[config.mk]
export PLATFORM = sky130hd
export DESIGN_NAME = bidir_switch_array
export DESIGN_NICKNAME = d
export VERILOG_FILES = /design/src/rtl/bidir_switch_array.sv
export SDC_FILE = /design/constraint.sdc
export NUM_CORES = 1
export LEC_CHECK = 0
export CORE_ASPECT_RATIO = 0.5
export CORE_UTILIZATION = 30
export CTS_CLUSTER_SIZE = 25
export DETAILED_ROUTE_END_ITERATION = 16
export SYNTH_ARGS = -nofsm -noshare
export SYNTH_HDL_FRONTEND = slang
export SYNTH_SLANG_ARGS = --single-unit
export TNS_END_PERCENT = 10
[constraint.sdc]
create_clock -name clk -period 1.6 [get_ports clk]
set_input_delay 0.32 -clock clk [delete_from_list [all_inputs] [get_ports clk]]
set_output_delay 0.32 -clock clk [all_outputs]
set_load 0.1 [all_outputs]
[src/rtl/bidir_switch_array.sv]
// Clocked replacement for a tranif1 pass switch: CHANNELS registered links between side A and
// side B, each off/A->B/B->A, configured through a serial chain with a turnaround on reversal.
module bidir_switch_array #(
  parameter int unsigned CHANNELS   = 4,
  parameter int unsigned WIDTH      = 8,
  parameter int unsigned TURNAROUND = 1
) (
  input  logic                      clk,
  input  logic                      rst,
  input  logic                      cfg_en,
  input  logic                      cfg_in,
  output logic                      cfg_out,
  input  logic                      cfg_commit,
  input  logic [CHANNELS*WIDTH-1:0] a_in,
  output logic [CHANNELS*WIDTH-1:0] a_out,
  output logic [CHANNELS-1:0]       a_oe,
  input  logic [CHANNELS*WIDTH-1:0] b_in,
  output logic [CHANNELS*WIDTH-1:0] b_out,
  output logic [CHANNELS-1:0]       b_oe,
  output logic [CHANNELS-1:0]       busy
);

  localparam int unsigned ChainLen = 2 * CHANNELS;
  localparam logic [3:0]  TurnCnt  = 4'(TURNAROUND);

  localparam logic [1:0] StOff  = 2'd0;
  localparam logic [1:0] StA2b  = 2'd1;
  localparam logic [1:0] StB2a  = 2'd2;
  localparam logic [1:0] StTurn = 2'd3;

  logic [ChainLen-1:0]           chain_q, chain_d;
  logic [ChainLen-1:0]           active_q, active_d;
  logic [CHANNELS-1:0][1:0]      state_q, state_d;
  logic [CHANNELS-1:0]           tgt_q, tgt_d;
  logic [CHANNELS-1:0][3:0]      cnt_q, cnt_d;
  logic [CHANNELS*WIDTH-1:0]     a_out_q, a_out_d;
  logic [CHANNELS*WIDTH-1:0]     b_out_q, b_out_d;

  always_comb begin
    logic en, dir, turn;
    chain_d  = cfg_en ? {chain_q[ChainLen-2:0], cfg_in} : chain_q;
    // Commit captures the chain as it stood before this cycle's shift.
    active_d = cfg_commit ? chain_q : active_q;
    state_d  = state_q;
    tgt_d    = tgt_q;
    cnt_d    = cnt_q;
    a_out_d  = a_out_q;
    b_out_d  = b_out_q;
    en       = 1'b0;
    dir      = 1'b0;
    turn     = 1'b0;

    for (int unsigned k = 0; k < CHANNELS; k++) begin
      en   = active_q[2*k+1];
      dir  = active_q[2*k];
      turn = 1'b0;

      if (state_q[k] == StA2b) b_out_d[k*WIDTH +: WIDTH] = a_in[k*WIDTH +: WIDTH];
      if (state_q[k] == StB2a) a_out_d[k*WIDTH +: WIDTH] = b_in[k*WIDTH +: WIDTH];

      if (!en) begin
        state_d[k] = StOff;
      end else begin
        unique case (state_q[k])
          StOff:  turn = 1'b1;
          StA2b:  turn = dir;
          StB2a:  turn = ~dir;
          StTurn: begin
            if (dir != tgt_q[k]) begin
              turn = 1'b1;
            end else if (cnt_q[k] == 4'd1) begin
              state_d[k] = tgt_q[k] ? StB2a : StA2b;
            end else begin
              cnt_d[k] = cnt_q[k] - 4'd1;
            end
          end
          default: state_d[k] = StOff;
        endcase
      end

      if (turn) begin
        if (TURNAROUND == 0) begin
          state_d[k] = dir ? StB2a : StA2b;
        end else begin
          state_d[k] = StTurn;
          tgt_d[k]   = dir;
          cnt_d[k]   = TurnCnt;
        end
      end
    end
  end

  always_ff @(posedge clk) begin
    if (rst) begin
      chain_q  <= '0;
      active_q <= '0;
      state_q  <= '0;
      tgt_q    <= '0;
      cnt_q    <= '0;
      a_out_q  <= '0;
      b_out_q  <= '0;
    end else begin
      chain_q  <= chain_d;
      active_q <= active_d;
      state_q  <= state_d;
      tgt_q    <= tgt_d;
      cnt_q    <= cnt_d;
      a_out_q  <= a_out_d;
      b_out_q  <= b_out_d;
    end
  end

  always_comb begin
    for (int unsigned k = 0; k < CHANNELS; k++) begin
      a_oe[k] = (state_q[k] == StB2a);
      b_oe[k] = (state_q[k] == StA2b);
      busy[k] = (state_q[k] == StTurn);
    end
  end

  assign cfg_out = chain_q[ChainLen-1];
  assign a_out   = a_out_q;
  assign b_out   = b_out_q;

endmodule

==> results of run 1 <==
layer usage:
layer,vias up,GRT usage,wire length [µm]
met4,0,0.05953,266
met1,1849,0.2058,5565
li1,2065,-,-
met2,72,0.2625,5812
met3,21,0.03447,424
met5,-,0,0
timing repair:
| action | in CTS | in global routing |
|---|---|---|
| pin swaps | 0 | 5 |
| hold buffers | 0 | 0 |
| resized for setup | 16 | 13 |
| setup endpoints to repair | 8 | 13 |
| endpoints found under the hold margin | 0 | 0 |
cell usage after synthesis:
cell | instances | area [µm²]
and3_1 | 3 | 18.77
nor3b_2 | 1 | 12.51
ha_1 | 8 | 100.1
nor2_1 | 24 | 90.09
xor2_1 | 3 | 26.28
xnor2_1 | 8 | 70.07
nand3_4 | 1 | 17.52
a31oi_1 | 5 | 31.28
and2_1 | 5 | 31.28
nor4_1 | 1 | 6.260
a31o_1 | 1 | 8.760
nor4b_2 | 1 | 15.01
a21oi_1 | 75 | 375.4
o221ai_1 | 1 | 8.760
a2111oi_1 | 2 | 20.02
a211oi_1 | 1 | 7.510
inv_1 | 18 | 67.56
o221a_2 | 3 | 33.78
clkbuf_1 | 14 | 52.55
a22oi_1 | 3 | 22.52
a211oi_2 | 1 | 12.51
or3_1 | 8 | 50.05
o21ai_0 | 10 | 50.05
xnor2_2 | 1 | 16.27
nor3_2 | 1 | 10.01
o211ai_1 | 3 | 22.52
dfxtp_1 | 108 | 2162
and3_4 | 1 | 11.26
buf_1 | 4 | 15.01
buf_2 | 6 | 30.03
nor2b_1 | 7 | 43.79
mux2i_1 | 17 | 170.2
nand3_1 | 8 | 40.04
nand4_1 | 2 | 12.51
nand2b_1 | 10 | 62.56
or3b_1 | 3 | 26.28
nand2_1 | 142 | 533.0
nand4_2 | 1 | 12.51
or2_1 | 2 | 12.51
inv_2 | 9 | 33.78
o21ai_1 | 4 | 20.02
nor3_1 | 4 | 20.02
cells by family after synthesis:
logic type      share of synthesized area
compound gates                     0.1399
xor+xnor                          0.02570
simple gates                       0.2341
buf+inv                           0.04539
flops                              0.4933
fa+ha+maj                         0.02284
mux                               0.03882
per-stage QoR:
step / instances / hold WS [ns]
detailed placement: 870 / 0.4731
global placement: 870 / 0.4562
floorplan: 530 / 0.4454
CTS: 886 / 0.3791
finish: 886 / 0.3919
global route: 886 / 0.3979
placed cells by master (no fill, tap or decap), types with 3 or more instances in the layout:
cell	n
nand2b_1	6
or3_1	6
nor2_1	24
o21ai_1	4
inv_2	5
nor2b_1	7
buf_12	78
dfxtp_2	7
nand2_1	141
a31oi_1	5
a21oi_1	74
clkdlybuf4s50_1	67
and3_1	3
and2_1	4
clkbuf_16	9
nand3_1	7
ha_1	8
xnor2_1	8
buf_4	27
clkinvlp_4	3
dfxtp_1	99
a22oi_1	3
inv_1	18
nor3_1	4
mux2i_1	17
o221a_2	3
xor2_1	3
inv_4	4
o21ai_0	10
o211ai_1	3
power by group:
group	internal [mW]	switching, mW	total [mW]
Clock	1.05	1.01	2.07
Combinational	0.194	0.121	0.315
Sequential	2.69	0.00837	2.70
area by class of cell:
class,instances,area share
Sequential cell,108,0.2976
Timing Repair Buffer,172,0.3327
Clock inverter,6,0.005641
Tap cell,192,0.03282
Clock buffer,10,0.03128
Multi-Input combinational cell,371,0.2848
Inverter,27,0.01521
worst register-to-register path: cells and delay by family (launching register included):
kind                     cells  cell delay [ns]
buffers and inverters        1             0.08
flip-flops                   1             0.32
adder cells (fa/ha/maj)      1             0.15
AO/OA/AOI/OAI                1             0.33
AND/OR/NAND/NOR              3             0.56
final timing paths:
path / depth (start not counted) / from / slack [ns] / to
min reg2reg: 2 / cnt_q[9] / 0.48 / cnt_q[9]
min: 2 / rst / 0.39 / active_q[7]
max: 3 / state_q[5] / 0.02 / b_oe[2]
max reg2reg: 6 / cnt_q[1] / 0.04 / cnt_q[1]
state kept, by name (all words and copies together), names as in the netlist:
signal	flops
a_out	32
active_q	8
b_out	32
chain_q	8
cnt_q	16
state_q	8
tgt_q	4
==> results.cfg, run 1 <==
[finish]
fin_nets = 766
seqCellArea_mm2 = 0.002178
multiInputGateArea_mm2 = 0.002085
drive_above_1_share = 0.2334
final_core_util = 0.5270
area_growth_pct = 67.00
fillCellCount = 1265
final_area_mm2 = 0.007320
antennaDiodeCount = 0

[grt]
grt_pass1_vias = 3745
grt_usage = 0.1589
grt_pass1_wl_mm = 19.02
grt_start_max_net_pins = 38
antenna_found_initial = 0
overflow = 0

[placement]
dp_slack_ns = -0.007378
portBuffers = 145
routabilityCongestion = 0.8011
dp_hpwl_mm = 9.147
placed_area_mm2 = 0.006963

[sta]
finalCritPeriodShare = 0.9899
post-route-min-period_ns = 1.584
tns_ns = 0
fin_skew_ns = 0.009198
max_freq_mhz = 631.3
rsz0062_at_grt = true
slew-limit-headroom = 0.7165
worst_slack_ns = 0.01608
hold_violations = 0
final_max_slew_viol_count = 0
setup_violations = 0
worst_pin_slew_ns = 0.4252

[route]
vias_per_cell = 4.523
drc = 0
num_vias = 4007
wirelength_mm = 12.07
first_iter_violations = 176
avgRoutedWirePerCell_um = 13.62
first_pass_iters = 4
ant_nets = 0

[synthesis]
synth_cell_type_count = 42
yosys_register_bits = 108
syn_area_mm2 = 0.004383
synth_fp_nets = 607
syn_avg_cell_area_um2 = 8.270
synth_seq_area_share = 0.4933
synth_cells = 530
ys_warn_count = 0

[clocking]
cts_setup_buffers = 0
clock_sinks = 108
clock_latency_ns = 0.35
cts_buffers = 9
cts.htree.levels = 3
cts_tree = yes
cts_buffer_depth = 2
clk_pin_slew_ns = 0.07
clockRootBuffer = clkbuf_16

[die]
die_y_um = 87.47
coreArea_mm2 = 0.01389
die_w_um = 172.9
rows = 30
start_util = 0.3156
ios = 146
die_area_mm2 = 0.01513

[setup_path]
max_stage_delay_ns = 0.37
worstPathRequired_ns = 1.28
critical_path_class = reg -> out
path_max_fanout = 9
critPathBufInv = 2
critPathArrivalTime_ns = 1.26
critPathTopFamily = flip-flops
path_cells = nand2b_2 -> inv_4 -> buf_12
cp-start-kind = flop
crit_slowest_cell = dfxtp_1
cp-end-kind = primary output

[pwr]
ir_drop_uv = 483.1
power.total_mw = 5.079
leakage_nw = 2.653
power.density_mw_per_mm2 = 693.9

[run_status]
status = finished, final reports clean

[run]
maxCapViolCount = 0

[hold_path]
hp-class = in -> reg
No activity file was read; power rests on OpenSTA's default activity.
==> run 2, diff against run 1 <==
- CAP_MARGIN: unset -> 20
==> results of run 2 <==
Final layout, timing and power as in run 1 (identical DEF).
